===== src/rtl/alu_issue_scheduler_if.sv =====
// ALU operation encoding plus the two-requester issue bus and the result bus.
// The scheduler is the slave side; requesters and the result consumer sit on the master side.
typedef enum logic [3:0] {
    ALU_ADD, ALU_SUB, ALU_AND, ALU_OR, ALU_XOR, ALU_SLL,
    ALU_BEQ, ALU_BNE, ALU_JAL, ALU_JALR
} alu_operation_t;

interface alu_issue_scheduler_if #(
   parameter int XLEN  = 32,
   parameter int TAG_W = 4
) ();
   logic [1:0]                  req_valid_i;
   logic [1:0]                  req_ready_o;
   logic [1:0][XLEN-1:0]        req_operand_A_i;
   logic [1:0][XLEN-1:0]        req_operand_B_i;
   logic [1:0][XLEN-1:0]        req_instr_addr_i;
   alu_operation_t [1:0]        req_operation_i;
   logic [1:0]                  req_is_compressed_i;
   logic [1:0][TAG_W-1:0]       req_tag_i;

   logic                        res_valid_o;
   logic                        res_ready_i;
   logic [XLEN-1:0]             res_result_o;
   logic [TAG_W-1:0]            res_tag_o;
   logic                        res_source_o;
   logic                        res_is_branch_o;
   logic                        res_branch_taken_o;

   modport slave (
      input  req_valid_i, req_operand_A_i, req_operand_B_i, req_instr_addr_i,
             req_operation_i, req_is_compressed_i, req_tag_i, res_ready_i,
      output req_ready_o, res_valid_o, res_result_o, res_tag_o, res_source_o,
             res_is_branch_o, res_branch_taken_o
   );

   modport master (
      output req_valid_i, req_operand_A_i, req_operand_B_i, req_instr_addr_i,
             req_operation_i, req_is_compressed_i, req_tag_i, res_ready_i,
      input  req_ready_o, res_valid_o, res_result_o, res_tag_o, res_source_o,
             res_is_branch_o, res_branch_taken_o
   );
endinterface


===== src/rtl/alu_issue_scheduler.sv =====
// Round-robin issue of two requesters onto one shared combinational ALU; result registered 1 cycle after accept.
// Backpressure: no grant while the result register is full and unconsumed, during a redirect wait, or on flush.
module alu_issue_scheduler #(
   parameter int XLEN  = 32,
   parameter int TAG_W = 4
) (
   input  logic                 clk_i,
   input  logic                 rst_n_i,
   input  logic                 flush_i,
   input  logic                 redirect_ack_i,
   alu_issue_scheduler_if.slave bus,

   output logic [XLEN-1:0]      alu_operand_A_o,
   output logic [XLEN-1:0]      alu_operand_B_o,
   output logic [XLEN-1:0]      alu_instr_addr_o,
   output alu_operation_t       alu_operation_o,
   output logic                 alu_is_compressed_jump_o,
   output logic                 alu_data_valid_o,

   input  logic [XLEN-1:0]      alu_result_i,
   input  logic                 alu_branch_taken_i,
   input  logic                 alu_is_branch_i,
   input  logic                 alu_data_valid_i,

   output logic                 wait_redirect_o,
   output logic [15:0]          stall_cycles_o
);

   typedef enum logic {ISSUE, WAIT_REDIRECT} state_t;

   state_t            state_q, state_d;
   logic              last_grant_q, last_grant_d;
   logic              res_valid_q, res_valid_d;
   logic [XLEN-1:0]   res_result_q, res_result_d;
   logic [TAG_W-1:0]  res_tag_q, res_tag_d;
   logic              res_source_q, res_source_d;
   logic              res_is_branch_q, res_is_branch_d;
   logic              res_branch_taken_q, res_branch_taken_d;
   logic [15:0]       stall_q, stall_d;

   logic              can_issue;
   logic              grant_vld;
   logic              grant_idx;
   logic              accept;

   // With no grant, grant_idx rests on last_grant so the ALU sees that port's payload.
   always_comb begin
      can_issue = (state_q == ISSUE) && !flush_i && (!res_valid_q || bus.res_ready_i);
      grant_vld = 1'b0;
      grant_idx = last_grant_q;
      if (can_issue) begin
         if (&bus.req_valid_i) begin
            grant_vld = 1'b1;
            grant_idx = ~last_grant_q;
         end else if (bus.req_valid_i[0]) begin
            grant_vld = 1'b1;
            grant_idx = 1'b0;
         end else if (bus.req_valid_i[1]) begin
            grant_vld = 1'b1;
            grant_idx = 1'b1;
         end
      end
   end

   assign accept          = grant_vld & bus.req_valid_i[grant_idx];
   assign bus.req_ready_o = {grant_vld & grant_idx, grant_vld & ~grant_idx};

   assign alu_operand_A_o          = bus.req_operand_A_i[grant_idx];
   assign alu_operand_B_o          = bus.req_operand_B_i[grant_idx];
   assign alu_instr_addr_o         = bus.req_instr_addr_i[grant_idx];
   assign alu_operation_o          = bus.req_operation_i[grant_idx];
   assign alu_is_compressed_jump_o = bus.req_is_compressed_i[grant_idx];
   assign alu_data_valid_o         = accept;

   always_comb begin
      state_d            = state_q;
      last_grant_d       = last_grant_q;
      res_valid_d        = res_valid_q;
      res_result_d       = res_result_q;
      res_tag_d          = res_tag_q;
      res_source_d       = res_source_q;
      res_is_branch_d    = res_is_branch_q;
      res_branch_taken_d = res_branch_taken_q;
      stall_d            = stall_q;

      if (flush_i) begin
         res_valid_d = 1'b0;
         state_d     = ISSUE;
      end else begin
         if (state_q == WAIT_REDIRECT && redirect_ack_i) begin
            state_d = ISSUE;
         end
         if (accept) begin
            res_valid_d        = 1'b1;
            res_result_d       = alu_result_i;
            res_tag_d          = bus.req_tag_i[grant_idx];
            res_source_d       = grant_idx;
            res_is_branch_d    = alu_is_branch_i;
            res_branch_taken_d = alu_branch_taken_i;
            last_grant_d       = grant_idx;
            if (alu_is_branch_i && alu_branch_taken_i) begin
               state_d = WAIT_REDIRECT;
            end
         end else if (bus.res_ready_i) begin
            res_valid_d = 1'b0;
         end
      end

      // Contention counter keeps counting through flushes; it only saturates.
      if ((|bus.req_valid_i) && !accept && (stall_q != 16'hFFFF)) begin
         stall_d = stall_q + 16'd1;
      end
   end

   always_ff @(posedge clk_i or negedge rst_n_i) begin
      if (!rst_n_i) begin
         state_q            <= ISSUE;
         last_grant_q       <= 1'b1;
         res_valid_q        <= 1'b0;
         res_result_q       <= '0;
         res_tag_q          <= '0;
         res_source_q       <= 1'b0;
         res_is_branch_q    <= 1'b0;
         res_branch_taken_q <= 1'b0;
         stall_q            <= '0;
      end else begin
         state_q            <= state_d;
         last_grant_q       <= last_grant_d;
         res_valid_q        <= res_valid_d;
         res_result_q       <= res_result_d;
         res_tag_q          <= res_tag_d;
         res_source_q       <= res_source_d;
         res_is_branch_q    <= res_is_branch_d;
         res_branch_taken_q <= res_branch_taken_d;
         stall_q            <= stall_d;
      end
   end

   assign bus.res_valid_o        = res_valid_q;
   assign bus.res_result_o       = res_result_q;
   assign bus.res_tag_o          = res_tag_q;
   assign bus.res_source_o       = res_source_q;
   assign bus.res_is_branch_o    = res_is_branch_q;
   assign bus.res_branch_taken_o = res_branch_taken_q;
   assign wait_redirect_o        = (state_q == WAIT_REDIRECT);
   assign stall_cycles_o         = stall_q;

   // The ALU echoes our valid; it never steers control.
   a_alu_valid_echo: assert property (@(posedge clk_i) disable iff (!rst_n_i)
      alu_data_valid_i == alu_data_valid_o);

endmodule


===== src/flat_wrapper.sv =====
// flat-port wrapper written by rule: the top's interface ports become plain ports
module alu_issue_scheduler_flat 
#(
   parameter int XLEN  = 32,
   parameter int TAG_W = 4
)
  (clk_i, rst_n_i, flush_i, redirect_ack_i, alu_operand_A_o, alu_operand_B_o, alu_instr_addr_o, alu_operation_o, alu_is_compressed_jump_o, alu_data_valid_o, alu_result_i, alu_branch_taken_i, alu_is_branch_i, alu_data_valid_i, wait_redirect_o, stall_cycles_o, bus_req_valid_i, bus_req_operand_A_i, bus_req_operand_B_i, bus_req_instr_addr_i, bus_req_operation_i, bus_req_is_compressed_i, bus_req_tag_i, bus_res_ready_i, bus_req_ready_o, bus_res_valid_o, bus_res_result_o, bus_res_tag_o, bus_res_source_o, bus_res_is_branch_o, bus_res_branch_taken_o);
  alu_issue_scheduler_if #(.XLEN(XLEN), .TAG_W(TAG_W)) bus_i ();
  input  logic clk_i;
  input  logic rst_n_i;
  input  logic flush_i;
  input  logic redirect_ack_i;
  output logic [XLEN-1:0] alu_operand_A_o;
  output logic [XLEN-1:0] alu_operand_B_o;
  output logic [XLEN-1:0] alu_instr_addr_o;
  output alu_operation_t alu_operation_o;
  output logic alu_is_compressed_jump_o;
  output logic alu_data_valid_o;
  input  logic [XLEN-1:0] alu_result_i;
  input  logic alu_branch_taken_i;
  input  logic alu_is_branch_i;
  input  logic alu_data_valid_i;
  output logic wait_redirect_o;
  output logic [15:0] stall_cycles_o;
  input wire logic [$bits(bus_i.req_valid_i)-1:0] bus_req_valid_i;
  input wire logic [$bits(bus_i.req_operand_A_i)-1:0] bus_req_operand_A_i;
  input wire logic [$bits(bus_i.req_operand_B_i)-1:0] bus_req_operand_B_i;
  input wire logic [$bits(bus_i.req_instr_addr_i)-1:0] bus_req_instr_addr_i;
  input wire logic [$bits(bus_i.req_operation_i)-1:0] bus_req_operation_i;
  input wire logic [$bits(bus_i.req_is_compressed_i)-1:0] bus_req_is_compressed_i;
  input wire logic [$bits(bus_i.req_tag_i)-1:0] bus_req_tag_i;
  input wire logic [$bits(bus_i.res_ready_i)-1:0] bus_res_ready_i;
  output wire logic [$bits(bus_i.req_ready_o)-1:0] bus_req_ready_o;
  output wire logic [$bits(bus_i.res_valid_o)-1:0] bus_res_valid_o;
  output wire logic [$bits(bus_i.res_result_o)-1:0] bus_res_result_o;
  output wire logic [$bits(bus_i.res_tag_o)-1:0] bus_res_tag_o;
  output wire logic [$bits(bus_i.res_source_o)-1:0] bus_res_source_o;
  output wire logic [$bits(bus_i.res_is_branch_o)-1:0] bus_res_is_branch_o;
  output wire logic [$bits(bus_i.res_branch_taken_o)-1:0] bus_res_branch_taken_o;
  assign bus_i.req_valid_i = bus_req_valid_i;
  assign bus_i.req_operand_A_i = bus_req_operand_A_i;
  assign bus_i.req_operand_B_i = bus_req_operand_B_i;
  assign bus_i.req_instr_addr_i = bus_req_instr_addr_i;
  assign bus_i.req_operation_i = bus_req_operation_i;
  assign bus_i.req_is_compressed_i = bus_req_is_compressed_i;
  assign bus_i.req_tag_i = bus_req_tag_i;
  assign bus_i.res_ready_i = bus_res_ready_i;
  assign bus_req_ready_o = bus_i.req_ready_o;
  assign bus_res_valid_o = bus_i.res_valid_o;
  assign bus_res_result_o = bus_i.res_result_o;
  assign bus_res_tag_o = bus_i.res_tag_o;
  assign bus_res_source_o = bus_i.res_source_o;
  assign bus_res_is_branch_o = bus_i.res_is_branch_o;
  assign bus_res_branch_taken_o = bus_i.res_branch_taken_o;
  alu_issue_scheduler #(.XLEN(XLEN), .TAG_W(TAG_W)) u_core (.clk_i(clk_i), .rst_n_i(rst_n_i), .flush_i(flush_i), .redirect_ack_i(redirect_ack_i), .bus(bus_i), .alu_operand_A_o(alu_operand_A_o), .alu_operand_B_o(alu_operand_B_o), .alu_instr_addr_o(alu_instr_addr_o), .alu_operation_o(alu_operation_o), .alu_is_compressed_jump_o(alu_is_compressed_jump_o), .alu_data_valid_o(alu_data_valid_o), .alu_result_i(alu_result_i), .alu_branch_taken_i(alu_branch_taken_i), .alu_is_branch_i(alu_is_branch_i), .alu_data_valid_i(alu_data_valid_i), .wait_redirect_o(wait_redirect_o), .stall_cycles_o(stall_cycles_o));
endmodule

===== config.mk =====
export PLATFORM = sky130hd
export DESIGN_NAME = alu_issue_scheduler_flat
export DESIGN_NICKNAME = d
export VERILOG_FILES = /design/src/rtl/alu_issue_scheduler_if.sv /design/src/rtl/alu_issue_scheduler.sv /design/src/flat_wrapper.sv
export SDC_FILE = /design/constraint.sdc
export NUM_CORES = 1
export LEC_CHECK = 0
export CAP_MARGIN = 20
export CORE_AREA = 3 3 159 161
export DETAILED_ROUTE_END_ITERATION = 12
export DIE_AREA = 0 0 162 164
export PLACE_DENSITY = 0.54
export SYNTH_ARGS = -nofsm -noshare
export SYNTH_HDL_FRONTEND = slang
export SYNTH_SLANG_ARGS = --single-unit

===== constraint.sdc =====
create_clock -name clk_i -period 3.2 [get_ports clk_i]
set_clock_uncertainty 0.05 [all_clocks]
set_input_delay 0.8 -clock clk_i [delete_from_list [all_inputs] [get_ports clk_i]]
set_output_delay 0.8 -clock clk_i [all_outputs]
set_load 0.03 [all_outputs]

* After elaboration in Yosys (flattened, before gate mapping)
Cells that the tools add are included.
** Word-level totals
- Register bits :: 58
- Output and inout bits :: 161
- Input port bits :: 252
** Cells by class
- Multiplexer cells :: 29
- Magnitude comparators :: 1
- Add/sub/neg operators :: 1
- Bitwise gates (word level) :: 7
- Reduce and logical (&&, ||, !) cells :: 14
- Equality and inequality tests :: 1
** Operators with widths (number)
- $mux 32 :: 6
- $mux 1 :: 19
- $add 16x1->16 const B :: 1
- $mux 4 :: 4
- $ne 16x16->1 const B :: 1
- $logic_and 1x1->1 :: 6
- $not 1->1 :: 4
- $reduce_and 2->1 :: 2
- $and 1x1->1 :: 3
- $logic_not 1->1 :: 3
- $reduce_bool 3->1 :: 1
- $lt 1x2->1 const B :: 1
- $reduce_or 2->1 :: 1
- $logic_or 1x1->1 :: 1

* Logic depth before layout (Yosys ltp)
- Word-level depth :: 10
- Depth in mapped cells :: 8

* Worst setup path after synthesis
Ideal clock, no wire load.
- Path type :: input-to-output
- Start point :: in bus_res_ready_i
- End point :: out alu_instr_addr_o[24]
- Setup slack :: 0.163 ns
- Stages :: 7
- Arrival :: 2.187 ns
- Cells stage by stage :: nand2b_4 buf_6 a31oi_1 a41o_2 buf_2 buf_2 mux2_1
** On the way
- Longest elaborated chain between the ends :: 5
** Ends and longest elaborated chain
- start: declaration :: line flat_wrapper.sv:32 : input wire logic [$bits(bus_i.res_ready_i)-1:0] bus_res_ready_i;
- $logic_or 1x1->1 :: line alu_issue_scheduler.sv:48 : can_issue = (state_q == ISSUE) && !flush_i && (!res_valid_q || bus.res_ready_i);
- $logic_and 1x1->1 :: line alu_issue_scheduler.sv:48
- $mux 1 :: line alu_issue_scheduler.sv:51 : if (can_issue) begin
- $mux 32 (implied by the code) (2 in a row) :: line alu_issue_scheduler.sv:70 : assign alu_instr_addr_o = bus.req_instr_addr_i[grant_idx];
- end: declaration :: line flat_wrapper.sv:15 : output logic [XLEN-1:0] alu_instr_addr_o;
No other way between the ends. The select of a mux whose other input is x is not followed.

* Worst setup path after layout
- Start point :: in bus_res_ready_i
- End point :: out alu_operand_B_o[8]
** On the way
- Longest elaborated chain between the ends :: 5
** Ends and longest elaborated chain
- $logic_or 1x1->1 :: line alu_issue_scheduler.sv:48
- $logic_and 1x1->1 :: line alu_issue_scheduler.sv:48
- $mux 1 :: line alu_issue_scheduler.sv:51
- $mux 32 (implied by the code) (2 in a row) :: line alu_issue_scheduler.sv:69 : assign alu_operand_B_o = bus.req_operand_B_i[grant_idx];
- end: declaration :: line flat_wrapper.sv:14 : output logic [XLEN-1:0] alu_operand_B_o;
No other way between the ends. The select of a mux whose other input is x is not followed.

==> qor.yml <==
status:
  status: "finished, violations left"
  violations: "setup timing"
setup_path:
  ff2ff_path_depth: 5
  r2r_end: "u_core.stall_cycles_o[1]"
  worstSetupStartpointType: "primary input"
  path_class: "primary input to output port"
  required_ns: 2.35
  cp_max_fo: 10
  r2r_setup_slack_ns: 1.19
  endpoint_kind: "output port"
  arrival_ns: 2.41
  reg2reg_from: "u_core.stall_cycles_o[0]"
timing:
  grt_setup_unrepaired: "yes"
  min_period_over_period_pct: 102
  hold_slack_ns: 0.419
  setup_viol_count_final: 14
  fmax_mhz: 307
  tightest_slew_ns: 0.671
  hold_viol_final: 0
  finalWorstSetupSlack_ns: -0.0567
  finalCriticalPeriod_ns: 3.26
  slew_headroom_pct: 54.1
  finalMaxSlewViolations: 0
yosys:
  synthTopCellsByArea: "dfrtp_1 (39%), mux2_1 (24%), nand2_1 (11%), mux2_2 (6.7%), xor2_1 (2.6%)"
  synth-seq-cells: 58
  synth_mux_area_share_pct: 31.0
  synth_top_area_cell: "dfrtp_1"
  syn_area_um2: 3700
  syn_area_per_cell_um2: 10.0
  yosysSeqAreaShare_pct: 39.3
  synthAdderAreaFrac_pct: 0.338
  synth_warnings: 0
  synth_cell_types: 40
  synth_xor_area_share_pct: 3.08
  synth_cells: 370
  synth_top_family_by_area: "multiplexers"
  synth_compound_area_share_pct: 4.94
  synth-simple-area-share_pct: 17.7
  syn_nets: 623
  yosys.area.top_type_share_pct: 38.6
global_routing:
  grt_pass1_wl_um: 32800
  grt_max_degree: 40
  antenna_found_initial: 5
  grtUsageTotal_pct: 17.4
  grt_overflow: 0
  grt_pass1_vias: 4719
floorplan:
  core_area_um2: 24100
  die_x_um: 162
  start_util_pct: 15.3
  fp-row-count: 57
  pin_count: 413
  die_h_um: 164
  die_area_um2: 26600
clocking:
  numCtsBuffers: 9
  hold_buffers: 0
  root_buffer: "clkbuf_16"
  cts.sinks: 58
  cts_tree: "yes"
  clock_latency_ns: 0.33
  clk_pin_slew_ns: 0.05
  htreeDepth: 3
  clockBufferDepth: 2
power:
  p_leak_nw: 3.84
  total_power_w: 0.00512
  peakVddDrop_mv: 0.341
  p_per_area_nw_per_um2: 580
job:
  drv_cap: 0
routing:
  vias: 4506
  detail-route-antenna-nets: 0
  drc: 0
  drt_wl_total_um: 24300
  via_per_inst: 3.98
  wl_per_cell_um: 21.5
  drtIter0Drc: 168
  dr.pass1.iters: 4
finish:
  multiInputGateArea_um2: 2240
  layout_common_cells: "clkdlybuf4s50_1 (302), nand2_1 (113), dfrtp_1 (57), buf_4 (54), mux2_1 (53)"
  layout_commonest_cell: "clkdlybuf4s50_1"
  drive_above_1_share_pct: 25.8
  area_growth_pct: 139
  nFillCells: 2521
  finalNetCount: 1054
  seq_area_um2: 1450
placed_design:
  place_congestion: 0.853
  post-dp-hpwl_um: 20500
  numPortBuffers: 411
hold_path:
  whs_path_depth: 2
  hold_end: "u_core.bus.res_result_o[19]"
  hold_path_class: "register to register"
  hp-start: "u_core.bus.res_result_o[19]"
==> cells by family after synthesis <==
logic type	Yosys count
and+or+nand+nor	147
muxes	102
DFF	58
buffers and inverters	26
AOI/OAI and AO/OA	23
xor gates and xnor gates	13
adders and majority gates	1
==> layout make-up <==
class / instances / area share (%)
multi-input combinational: 286 / 25.4
tap: 324 / 4.59
clock inverter: 6 / 0.936
antenna: 4 / 0.113
sequential: 58 / 16.5
clock buffer: 9 / 2.55
timing repair buffer: 442 / 49.8
inverter: 4 / 0.170
==> worst max-delay path: stages <==
cell and delay [ns]:
buf_2 0.11, nand2b_4 0.16, a31oi_4 0.14, a41o_4 0.23, buf_6 0.20, buf_4 0.19, mux2_1 0.38, buf_4 0.19
==> synth_stat cells (all sizes together) <==
| library cell | n |
|---|---|
| a2111o | 1 |
| a2111oi | 2 |
| a211oi | 1 |
| a21o | 2 |
| a22oi | 4 |
| a31oi | 3 |
| a32oi | 1 |
| a41o | 1 |
| a41oi | 2 |
| and3 | 1 |
| and4 | 2 |
| buf | 13 |
| clkbuf | 9 |
| dfrtp | 57 |
| dfstp | 1 |
| ha | 1 |
| inv | 4 |
| mux2 | 102 |
| nand2 | 113 |
| nand2b | 1 |
| nand3 | 8 |
| nand4 | 3 |
| nand4b | 1 |
| nor2 | 6 |
| nor3 | 3 |
| nor3b | 1 |
| nor4 | 6 |
| nor4b | 2 |
| o211ai | 1 |
| o21ai | 5 |
| xnor2 | 2 |
| xor2 | 11 |
==> metal layers <==
| layer | vias to the layer above | track usage (%) | routed length [um] |
|---|---|---|---|
| li1 | 2153 | - | - |
| met2 | 201 | 29.6 | 12100 |
| met1 | 2122 | 20.3 | 9530 |
| met4 | 4 | 4.42 | 385 |
| met5 | - | 0 | 22 |
| met3 | 26 | 7.24 | 2330 |
==> flip-flops by register name, summed over array words and instances, names as in the netlist <==
signal	cells
u_core.wait_redirect_o	1
u_core.bus.res_is_branch_o	1
u_core.last_grant_q	1
u_core.bus.res_valid_o	1
u_core.stall_cycles_o	16
u_core.bus.res_branch_taken_o	1
u_core.bus.res_result_o	32
u_core.bus.res_source_o	1
u_core.bus.res_tag_o	4
==> metrics by stage <==
| stage | utilization, % | setup TNS [ns] | cells | setup WS (ns) | cell area, um2 |
|---|---|---|---|---|---|
| floorplan | - | 0 | 370 | 0.163 | 3700 |
| global placement | 33.9 | -50.89 | 1105 | -0.659 | 8170 |
| detailed placement | 33.9 | -51.36 | 1105 | -0.664 | 8170 |
| CTS | 36.8 | -2.10 | 1132 | -0.110 | 8880 |
| global route | 36.6 | -1.25 | 1133 | -0.0944 | 8820 |
| finish | 36.6 | -0.321 | 1133 | -0.0567 | 8820 |
==> report_power, final <==
part | total, W | switching [W] | internal [W]
clock | 0.00103 | 0.000360 | 0.000672
combinational | 0.00308 | 0.00164 | 0.00144
sequential | 0.00101 | 0.000129 | 0.000879
==> worst max-delay path by stage <==
stage / from / slack [ns] / end
after detailed placement: flush_i / -0.66 / alu_instr_addr_o[7]
after global placement: flush_i / -0.66 / alu_instr_addr_o[13]
final: bus_res_ready_i / -0.06 / alu_operand_B_o[8]
after CTS: flush_i / -0.11 / alu_instr_addr_o[15]
after global routing: bus_res_ready_i / -0.09 / alu_operand_B_o[8]
after floorplan: bus_res_ready_i / 0.16 / alu_instr_addr_o[24]
==> what timing repair did <==
item / in CTS / in global routing
gates cloned: 4 / 0
endpoints found under the setup margin: 102 / 60
pin swaps: 3 / 1
gates resized for setup: 282 / 9
hold endpoints to repair: 0 / 0
buffers inserted: 9 / 0
No activity file was read; power rests on OpenSTA's default activity.
